<file path="src/rtl/ks10_spi_pkg.sv">
// Shared definitions for the SPI serial engines.
package ks10_spi_pkg;

   typedef enum logic [1:0] {
      IDLE = 2'd0,
      LOW  = 2'd1,
      HIGH = 2'd2,
      DONE = 2'd3
   } spi_state_e;

   localparam logic SPI_IDLE_MOSI = 1'b1;
   localparam int   SPI_DIVW_DEF  = 8;

endpackage

</file>
<file path="src/rtl/spi_halfper_cnt.sv">
// Loadable half-period down-counter. It holds at zero and does not wrap.
module spi_halfper_cnt #(
   parameter int W = 8
) (
   input  logic         clk,
   input  logic         rst_n,
   input  logic         load_i,
   input  logic [W-1:0] load_val_i,
   output logic         zero_o
);

   logic [W-1:0] cnt_q, cnt_d;

   // Load has priority; otherwise count down and stop at zero.
   always_comb begin
      cnt_d = cnt_q;
      if (load_i) begin
         cnt_d = load_val_i;
      end else if (cnt_q != '0) begin
         cnt_d = cnt_q - 1'b1;
      end
   end

   // Counter register.
   always_ff @(posedge clk or negedge rst_n) begin
      if (!rst_n) begin
         cnt_q <= '0;
      end else begin
         cnt_q <= cnt_d;
      end
   end

   assign zero_o = (cnt_q == '0);

endmodule

</file>
<file path="src/rtl/spi_sclk_engine.sv">
// Byte-serial SPI master, mode 0, with a registered divided serial clock.
//
// state | meaning
// IDLE  | sclk low, mosi idle-high, waiting for start
// LOW   | sclk low half-period; rising edge samples miso
// HIGH  | sclk high half-period; falling edge presents next tx bit
// DONE  | byte complete; next edge pulses done and publishes rx_data
module spi_sclk_engine
   import ks10_spi_pkg::*;
#(
   parameter int DIVW = SPI_DIVW_DEF
) (
   input  logic            clk,
   input  logic            rst_n,
   input  logic [DIVW-1:0] div,
   input  logic            cs_req,
   input  logic            start,
   input  logic [7:0]      tx_data,
   output logic [7:0]      rx_data,
   output logic            busy,
   output logic            done,
   output logic            spi_sclk,
   output logic            spi_mosi,
   input  logic            spi_miso,
   output logic            spi_cs_n
);

   spi_state_e      state_q, state_d;
   logic [DIVW-1:0] div_q, div_d;
   logic [7:0]      tx_q, tx_d;
   logic [7:0]      rx_sr_q, rx_sr_d;
   logic [7:0]      rx_data_q, rx_data_d;
   logic [2:0]      bit_q, bit_d;
   logic            sclk_q, sclk_d;
   logic            mosi_q, mosi_d;
   logic            busy_q, busy_d;
   logic            done_q, done_d;
   logic            cs_n_q;
   logic            cnt_load;
   logic [DIVW-1:0] cnt_val;
   logic            cnt_zero;

   spi_halfper_cnt #(.W(DIVW)) u_halfper (
      .clk        (clk),
      .rst_n      (rst_n),
      .load_i     (cnt_load),
      .load_val_i (cnt_val),
      .zero_o     (cnt_zero)
   );

   // Next-state and datapath decode. A start arriving while done is still
   // high belongs to the completion cycle and is dropped, not queued.
   always_comb begin
      state_d   = state_q;
      div_d     = div_q;
      tx_d      = tx_q;
      rx_sr_d   = rx_sr_q;
      rx_data_d = rx_data_q;
      bit_d     = bit_q;
      sclk_d    = sclk_q;
      mosi_d    = mosi_q;
      busy_d    = busy_q;
      done_d    = 1'b0;
      cnt_load  = 1'b0;
      cnt_val   = div_q;
      unique case (state_q)
         IDLE: begin
            sclk_d = 1'b0;
            mosi_d = SPI_IDLE_MOSI;
            if (start && !done_q) begin
               div_d    = div;
               tx_d     = tx_data;
               bit_d    = 3'd0;
               busy_d   = 1'b1;
               mosi_d   = tx_data[7];
               cnt_load = 1'b1;
               cnt_val  = div;
               state_d  = LOW;
            end
         end
         LOW: begin
            if (cnt_zero) begin
               sclk_d   = 1'b1;
               rx_sr_d  = {rx_sr_q[6:0], spi_miso};
               cnt_load = 1'b1;
               state_d  = HIGH;
            end
         end
         HIGH: begin
            if (cnt_zero) begin
               sclk_d   = 1'b0;
               cnt_load = 1'b1;
               if (bit_q == 3'd7) begin
                  state_d = DONE;
               end else begin
                  bit_d   = bit_q + 3'd1;
                  mosi_d  = tx_q[6];
                  tx_d    = {tx_q[6:0], 1'b0};
                  state_d = LOW;
               end
            end
         end
         DONE: begin
            done_d    = 1'b1;
            busy_d    = 1'b0;
            rx_data_d = rx_sr_q;
            mosi_d    = SPI_IDLE_MOSI;
            state_d   = IDLE;
         end
         default: state_d = IDLE;
      endcase
   end

   // Transfer state and registered outputs.
   always_ff @(posedge clk or negedge rst_n) begin
      if (!rst_n) begin
         state_q   <= IDLE;
         div_q     <= '0;
         tx_q      <= 8'h00;
         rx_sr_q   <= 8'h00;
         rx_data_q <= 8'h00;
         bit_q     <= 3'd0;
         sclk_q    <= 1'b0;
         mosi_q    <= SPI_IDLE_MOSI;
         busy_q    <= 1'b0;
         done_q    <= 1'b0;
      end else begin
         state_q   <= state_d;
         div_q     <= div_d;
         tx_q      <= tx_d;
         rx_sr_q   <= rx_sr_d;
         rx_data_q <= rx_data_d;
         bit_q     <= bit_d;
         sclk_q    <= sclk_d;
         mosi_q    <= mosi_d;
         busy_q    <= busy_d;
         done_q    <= done_d;
      end
   end

   // Chip select tracks the request independently of the transfer.
   always_ff @(posedge clk or negedge rst_n) begin
      if (!rst_n) begin
         cs_n_q <= 1'b1;
      end else begin
         cs_n_q <= ~cs_req;
      end
   end

   assign rx_data  = rx_data_q;
   assign busy     = busy_q;
   assign done     = done_q;
   assign spi_sclk = sclk_q;
   assign spi_mosi = mosi_q;
   assign spi_cs_n = cs_n_q;

endmodule

</file>
<file path="config.mk">
export PLATFORM = sky130hd
export DESIGN_NAME = spi_sclk_engine
export DESIGN_NICKNAME = d
export VERILOG_FILES = /design/src/rtl/ks10_spi_pkg.sv /design/src/rtl/spi_halfper_cnt.sv /design/src/rtl/spi_sclk_engine.sv
export SDC_FILE = /design/constraint.sdc
export NUM_CORES = 1
export LEC_CHECK = 0
export CORE_AREA = 3 3 91 93
export CTS_CLUSTER_DIAMETER = 60
export CTS_CLUSTER_SIZE = 40
export DETAILED_ROUTE_END_ITERATION = 16
export DIE_AREA = 0 0 94 96
export PLACE_DENSITY = 0.51
export REMOVE_ABC_BUFFERS = 1
export SLEW_MARGIN = 10
export SYNTH_ARGS = -nofsm -noshare
export SYNTH_HDL_FRONTEND = slang
export SYNTH_SLANG_ARGS = --single-unit
export TNS_END_PERCENT = 10
</file>
<file path="constraint.sdc">
create_clock -name clk -period 1.9 [get_ports clk]
set_clock_uncertainty 0.1 [all_clocks]
set_input_delay 0.19 -clock clk [delete_from_list [all_inputs] [get_ports clk]]
set_output_delay 0.19 -clock clk [all_outputs]
set_load 0.03 [all_outputs]
</file>
## After elaboration in Yosys (flattened, before gate mapping)

Cells that the tools add are included.

- Register bits after elaboration: 49
- Bits of input ports: 21
- Logic and storage cells: 70

- Add/subtract/negate cells: 2
- Equal/unequal tests: 8
- Mux-type cells: 30
- Bitwise operators: 1
- Reductions and logical operators: 17

Operator list:

| operator | number |
|---|---|
| $mux 8 | 4 |
| $mux 7 | 3 |
| $pmux 7 s2 | 1 |
| $mux 1 | 9 |
| $mux 3 | 3 |
| $reduce_and 3->1 | 3 |
| $logic_not 8->1 | 1 |
| $mux 2 | 4 |
| $ne 2x2->1 const B | 4 |
| $pmux 2 s4 | 1 |
| $reduce_bool 8->1 | 1 |
| $sub 8x1->8 const B | 1 |
| $pmux 1 s3 | 2 |
| $pmux 3 s2 | 1 |
| $reduce_bool 2->1 | 3 |
| $reduce_bool 3->1 | 2 |
| $eq 2x2->1 const B | 2 |
| $pmux 1 s2 | 2 |
| $reduce_and 2->1 | 2 |
| $reduce_and 4->1 | 1 |
| $add 3x1->3 const B | 1 |
| $eq 3x3->1 const B | 1 |
| $eq 2x1->1 const B | 1 |
| $logic_not 2->1 | 1 |
| other kinds (4) | 4 |

## Logic depth before layout (Yosys ltp)

Gate-level depths: netlist (run 1).

- Depth in word-level cells: 5
- Depth in mapped cells: 7
- Depth with buffers taken out: 6

## Hierarchy

A second synthesis (run 1) with hierarchy kept.

- Cell total of the unflattened synthesis: 190
- Area, all modules: 2342.2 um2

By module, submodules not included:

| module | instances | cells an instance | area each (um2) |
|---|---|---|---|
| spi_sclk_engine | 1 | 136 | 1865.5 |
| spi_halfper_cnt | 1 | 54 | 476.7 |

## Least setup slack after synthesis (run 1)

OpenSTA, ideal clock, no wires.

- Path type: register -> register
- Start: register state_q[0]
- End: register tx_q[2]
- Library setup time: 0.125 ns
- Arrival time: 1.781 ns
- Setup slack: -0.106 ns
- Stages on the path, launching flop included: 7
- Path buffers: 2
- Cells stage by stage: dfrtp_1 > inv_1 > ha_1 > clkbuf_1 > clkbuf_1 > mux2_2 > mux2_4

- Cells in the longest elaborated chain, start to end: 3
- Elaborated cells on any way between the ends: 8
- Classes of those cells: eq/ne (4); mux (1); reduce/logical (3)

Ends and longest elaborated chain:

| item | RTL line | RTL |
|---|---|---|
| from (decl) | spi_sclk_engine.sv:28 | `spi_state_e state_q, state_d;` |
| from (signal assigned) | spi_sclk_engine.sv:128 | `state_q <= state_d;` |
| $eq 2x2->1 / $logic_not 2->1 (equally long branches) | spi_sclk_engine.sv:66 | `unique case (state_q)` |
| $ne 2x2->1 (no line) / $reduce_bool 2->1 (equally long branches) | - |  |
| $reduce_and 4->1 (no line) | - |  |
| to (signal assigned) | spi_sclk_engine.sv:130 | `tx_q <= tx_d;` |
| to (decl) | spi_sclk_engine.sv:30 | `logic [7:0] tx_q, tx_d;` |

Several ways; a longest one is shown, not always the timed one.
A chain may end at the register's enable or synchronous reset.

## Worst setup path after layout (run 1)

- Start: register u_halfper.cnt_q[1]
- End: register tx_q[2]

- Cells in the longest elaborated chain, start to end: 3

Ends and longest elaborated chain:

| item | RTL line | RTL |
|---|---|---|
| from (decl) | spi_halfper_cnt.sv:12 | `logic [W-1:0] cnt_q, cnt_d;` |
| from (signal assigned) | spi_halfper_cnt.sv:29 | `cnt_q <= cnt_d;` |
| $logic_not 8->1 | spi_halfper_cnt.sv:33 | `assign zero_o = (cnt_q == '0);` |
| $ne 2x2->1 (no line) | - |  |
| $reduce_and 4->1 (no line) | - |  |

Every way passes these cells.

==> out/summary.txt, run 1 <==
F_max = 524 MHz
Register area share after synthesis = 0.510
Number of global-route vias before repair = 1,758
Switching share of total power = 0.339
Via count = 1,594
Peak fanout along the critical path = 7
Clock sink count = 49
Gr ovfl total = 0
First-pass GRT wire length = 8380 um
Count of input and output buffers = 33
Placer congestion estimate = 0.735
Synthesis warning total = 0
Number of synthesized flops with an enable pin = 0
Clock buffer count from CTS = 5
Met2 Use GR = 0.201
Synth Register Bits = 49
Die Span X = 94 um
Starting Density = 0.317
Placed cell count = 344
Critical path class = flop to flop
Failing checks = negative setup slack
Post-Syn Area per Cell = 12.9 um^2
Busiest layer in global routing = met2
Worst EP required = 1990 ps
Post-Syn Area = 2410 um^2
Share of cells above drive strength 1 = 0.286
CTS HTree Levels = 2
Clk Latency, worst-skew pair = 300 ps
Setup TNS = -32.1 ps
DR WL/cell = 13.3 um
Clock-pin slew on the worst setup and hold paths = 90 ps
Commonest non-fill, non-tap cell in the layout = dfrtp_1
Design Area, Final = 3240 um^2
Clock Path Buffers = 2
Hold Slack = 253 ps
FF-to-FF path depth = 7
Final Hold Viols = 0
Vias/cell = 4.50
Min cycle time layout = 1910 ps
CTS tree = done
Final setup fails = 6
Maxcap violations = 0
Pint = 3.27 mW
Clock power share = 0.176
Initial antenna violation count = 0
Peak supply drop = 0.000703 V
Die ar. = 9020 um^2
Sequential share of power = 0.331
1st-pass router iterations = 4
Cells after synthesis = 187
Detailed Route WL = 4710 um
Power Total = 4.95 mW
Fill cells = 759
DRC Markers = 0
Pin count of the biggest net entering global routing = 25
Post-synth cell types = 40
Detail Route Antenna Nets = 0
GR Layer Usage met3 = 0.0289
HP Class = primary input to async pin
RR Startpoint = u_halfper.cnt_q[1]$_DFFE_PN0P_
RSZ-0062 raised after global routing = true
CP Launch Type = flop
Post-route insts no fill = 354
Outcome = finished with violations
Placed instance area = 3050 um^2
Crit path from = u_halfper.cnt_q[1]$_DFFE_PN0P_
Total track usage = 0.118
Die Height = 96 um
ANT cells = 0
Max_slew headroom = 0.735
Final worst slack = -9.73 ps
Root Buffer = clkbuf_8
Detail Placement HPWL = 3620 um
Max Slew Vio Count = 0
Commonest cells after routing, fill and taps aside = dfrtp_1 (47), clkdlybuf4s50_1 (32), buf_4 (28)
GRT met1 Usage = 0.148
Area grow syn2layout = 34.6%
Async SR Flop Fraction = 1.00
Ys flop type = dfrtp_1
Io pins = 34
Net switching power = 1.68 mW
Final Cycle Share = 1.01
Core Region = 7610 um^2
CP arrival = 2000 ps
DR iter-0 viols = 52
Critical Path End Type = flop
Fin nets = 282
# rows = 32
Worst-margin pin slew = 398 ps
Combinational power share = 0.493
Power Density = 1530 nW/um^2
Leakage = 1.58 nW
## power groups by stage
stage	clock network (mW)	logic, mW	registers [mW]
after floorplan	0	1.43	1.75
after global placement	0	2.37	1.65
after detailed placement	0	2.41	1.64
after CTS	0.910	2.44	1.64
after global routing	0.941	2.72	1.69
final	0.874	2.44	1.64
## registers in the layout, indices dropped and copies added (netlist names)
register and cells:
tx_q 7, state_q 2, busy 1, rx_sr_q 8, bit_q 3, rx_data 8
spi_sclk 1, done 1, u_halfper.cnt_q 8, spi_cs_n 1, div_q 8, spi_mosi 1
## cell usage after synthesis, types with 4 or more instances
cell type	count	area, um^2
a21oi_1	7	35.0
dfrtp_1	47	1180
ha_1	10	125
inv_1	11	41.3
mux2_1	20	225
mux2_2	8	90.1
mux2_4	10	150
mux2i_1	6	60.1
nand2_1	5	18.8
nor2_1	7	26.3
o21ai_0	4	20.0
o22ai_1	5	31.3
xnor2_1	4	35.0
## path summary, 6_finish.rpt
check,end,slack (ps)
setup reg to reg,tx_q[2]$_DFFE_PN0P_,-10
hold / removal,rx_sr_q[6]$_DFFE_PN0P_,250
hold reg to reg,rx_data[6]$_DFFE_PN0P_,390
setup / recovery,tx_q[2]$_DFFE_PN0P_,-10
min in group clk,spi_cs_n$_DFF_PN1_,260
max in group asynchronous,spi_cs_n$_DFF_PN1_,890
## kinds of logic (layout without fill, tap and decap cells)
kind of cell | Yosys count | after routing | synth area share
AND/OR/NAND/NOR | 33 | 33 | 0.0841
XOR/XNOR | 5 | 5 | 0.0182
adder cells (fa/ha/maj) | 10 | 10 | 0.0519
multiplexers | 44 | 44 | 0.218
buffers and inverters | 19 | 84 | 0.0332
AO/OA/AOI/OAI | 27 | 27 | 0.0846
flip-flops | 49 | 49 | 0.510
## metal layers
layer	up-vias	share of wire
met1	783	0.47
met2	24	0.48
met3	6	0.042
met4	0	0.012
li1	781	-
met5	-	0
## cell type report
cell class,count,area [um^2],area share
clock buffers,5,68.8,0.0212
clock inverters,3,65.1,0.0201
inverters,13,48.8,0.0150
multi-input cells,119,1140,0.351
flip-flops and latches,49,1230,0.379
well taps,102,128,0.0394
repair buffers,63,566,0.174
## through the flow
step | util | setup WS [ps]
CTS | 0.424 | -0.606
detailed placement | 0.401 | -180
finish | 0.426 | -9.73
global placement | 0.401 | -138
global route | 0.426 | -69.4
floorplan | - | -287
## timing repair
action,CTS,global route
pin swaps,2,2
buffers inserted,0,1
setup endpoints to repair,28,21
hold endpoints to repair,14,0
gates resized for setup,5,5
hold buffers,1,0
## critical path, stage by stage (launching register included)
cell      delay, ps
dfrtp_1         390
inv_2            80
ha_4            130
nor3b_4         230
buf_4           160
nand3b_4        110
a21o_4          290
mux2_4          300
No activity file was read; power rests on OpenSTA's default activity.
==> run 2: changes to the inputs <==
- ABC_CLOCK_PERIOD_IN_PS: default -> 1900
==> results of run 2 <==
Same layout as run 1: the final DEF is identical, and so are final timing and power.
==> run 3: changes to the inputs <==
- CORE_AREA: 3 3 91 93 -> 3 3 75 77
- DIE_AREA: 0 0 94 96 -> 0 0 78 80
- PLACE_DENSITY: 0.51 -> 0.71
==> run 3 against run 2 <==
  * The run now ends clean
  * Register-to-register slack improved by 20 ps
  * Cell count decreased by 9.9%
  * Combinational power decreased by 2%
  * Global-route usage increased by 3.4 points
  * Critical path depth unchanged
  * Sequential power about the same
  * Clock-buffer cell count increased by 1
  * Non-clock buffer count decreased by 3
  * Largest cell class unchanged
  * Highest routed layer unchanged
  * First-iteration DRC count decreased by 31%
  * Largest power group unchanged
==> out/summary.txt, run 3 (same netlist as run 1, synthesis figures left out) <==
Detail Route Antenna Nets = 0
Switching share of total power = 0.346
Postcts setup bufs = 0
Final Cycle Share = 0.993
Cell Chain, Critical Path = inv_2, ha_4, nor3b_4, buf_4, nand3b_4, a21o_4, mux2_4
Peak fanout along the critical path = 7
Count of input and output buffers = 33
CTS HTree Levels = 2
Pin count of the biggest net entering global routing = 27
Clock-pin slew on the worst setup and hold paths = 90 ps
Clock buffer count from CTS = 5
Leakage = 1.55 nW
Min cycle time layout = 1890 ps
ANT cells = 0
Clk Latency, worst-skew pair = 300 ps
Combinational power share = 0.501
Detail Placement HPWL = 3150 um
CP peak stage delay = 410 ps
Fill cells = 425
Power Total = 4.76 mW
Starting Density = 0.475
Net switching power = 1.65 mW
Pint = 3.12 mW
Design Area, Final = 3160 um^2
Crit-path leading delay family = flip-flops
Peak supply drop = 0.000879 V
F_max = 530 MHz
Clock sink count = 49
Placed cell count = 311
DRC Markers = 0
CP Launch Type = flop
Slowest-stage cell, CP = dfrtp_1
Io pins = 34
Worst-margin pin slew = 606 ps
First-pass GRT wire length = 7540 um
Max_slew headroom = 0.596
CP arrival = 1980 ps
Final setup fails = 0
Vias/cell = 4.91
Final Hold Viols = 0
DR WL/cell = 13.2 um
Power Density = 1510 nW/um^2
Die ar. = 6240 um^2
Die Span X = 78 um
Detailed Route WL = 4210 um
CTS tree = done
Maxcap violations = 0
Core Region = 5070 um^2
Die Height = 80 um
CP bufs+invs = 2
Placer congestion estimate = 0.814
Clock Path Buffers = 2
Placed instance area = 3010 um^2
Critical path class = flop to flop
Initial antenna violation count = 0
Worst EP required = 1990 ps
Via count = 1,565
Commonest non-fill, non-tap cell in the layout = dfrtp_1
Commonest cells after routing, fill and taps aside = dfrtp_1 (47), clkdlybuf4s50_1 (32), buf_4 (24)
Outcome = finished clean
Max Slew Vio Count = 0
Post-route insts no fill = 319
HP Class = primary input to flop
Clock power share = 0.154
DR iter-0 viols = 36
Gr ovfl total = 0
Share of cells above drive strength 1 = 0.285
Number of global-route vias before repair = 1,697
Root Buffer = clkbuf_8
# rows = 26
Total track usage = 0.152
Area grow syn2layout = 31.3%
Sequential share of power = 0.345
RSZ-0062 raised after global routing = true
R2R Setup Slk = 10 ps
Critical Path End Type = flop
1st-pass router iterations = 4
Fin nets = 279
[run 3: worst paths after layout]
path,cells past startpoint,from,end
worst min register to register,2,div_q[7]$_DFF_PN0_,div_q[7]$_DFF_PN0_
max in group asynchronous,3,rst_n,bit_q[0]$_DFFE_PN0P_
worst max-delay path,7,u_halfper.cnt_q[1]$_DFFE_PN0P_,tx_q[5]$_DFFE_PN0P_
worst min-delay path,2,cs_req,spi_cs_n$_DFF_PN1_
min in group asynchronous,2,rst_n,rx_sr_q[7]$_DFFE_PN0P_
worst max register to register,7,u_halfper.cnt_q[1]$_DFFE_PN0P_,tx_q[5]$_DFFE_PN0P_
[run 3: final cells by class]
type	instances	area, um^2	share of cell area
flip-flops and latches	49	1230	0.388
multi-input cells	119	1140	0.361
repair buffers	60	547	0.173
well taps	70	87.6	0.0277
clock buffers	6	72.6	0.0229
inverters	13	48.8	0.0154
clock inverters	2	38.8	0.0123
[run 3: per-layer routing]
metal  wire (um)  GRT usage
met1        1900      0.180
met2        2040      0.264
met3         218     0.0474
met4          55     0.0507
met5           0          0
[run 3: power by group through the flow]
stage               Clock (mW)  Sequential [mW]  Combinational (mW)
floorplan                    0             1.75                1.43
global placement             0             1.64                2.29
detailed placement           0             1.65                2.33
CTS                      0.765             1.65                2.39
global route             0.800             1.70                2.64
finish                   0.734             1.64                2.39
[run 3: through the flow]
stage                      util  setup slack (ps)  setup TNS [ps]  hold WS [ps]
after floorplan               -              -287           -3500          -206
after global placement    0.592              -128           -1110           130
after detailed placement  0.592              -240           -3890           132
after CTS                 0.622              11.2               0           257
after global routing      0.624             -57.2            -375           277
final                     0.624              13.7               0           268
[run 3: worst register-to-register path, stage by stage, from the launching register on]
cell and delay, ps:
dfrtp_1 410, inv_2 90, ha_4 130, nor3b_4 220
buf_4 160, nand3b_4 110, a21o_4 270, mux2_4 310
[run 3: repair_timing]
item / 4_1_cts / 5_1_grt
pin swaps: 3 / 1
gates cloned: 0 / 0
endpoints found under the setup margin: 28 / 17
gates resized for setup: 8 / 5
hold endpoints to repair: 23 / 0
hold buffers: 1 / 0
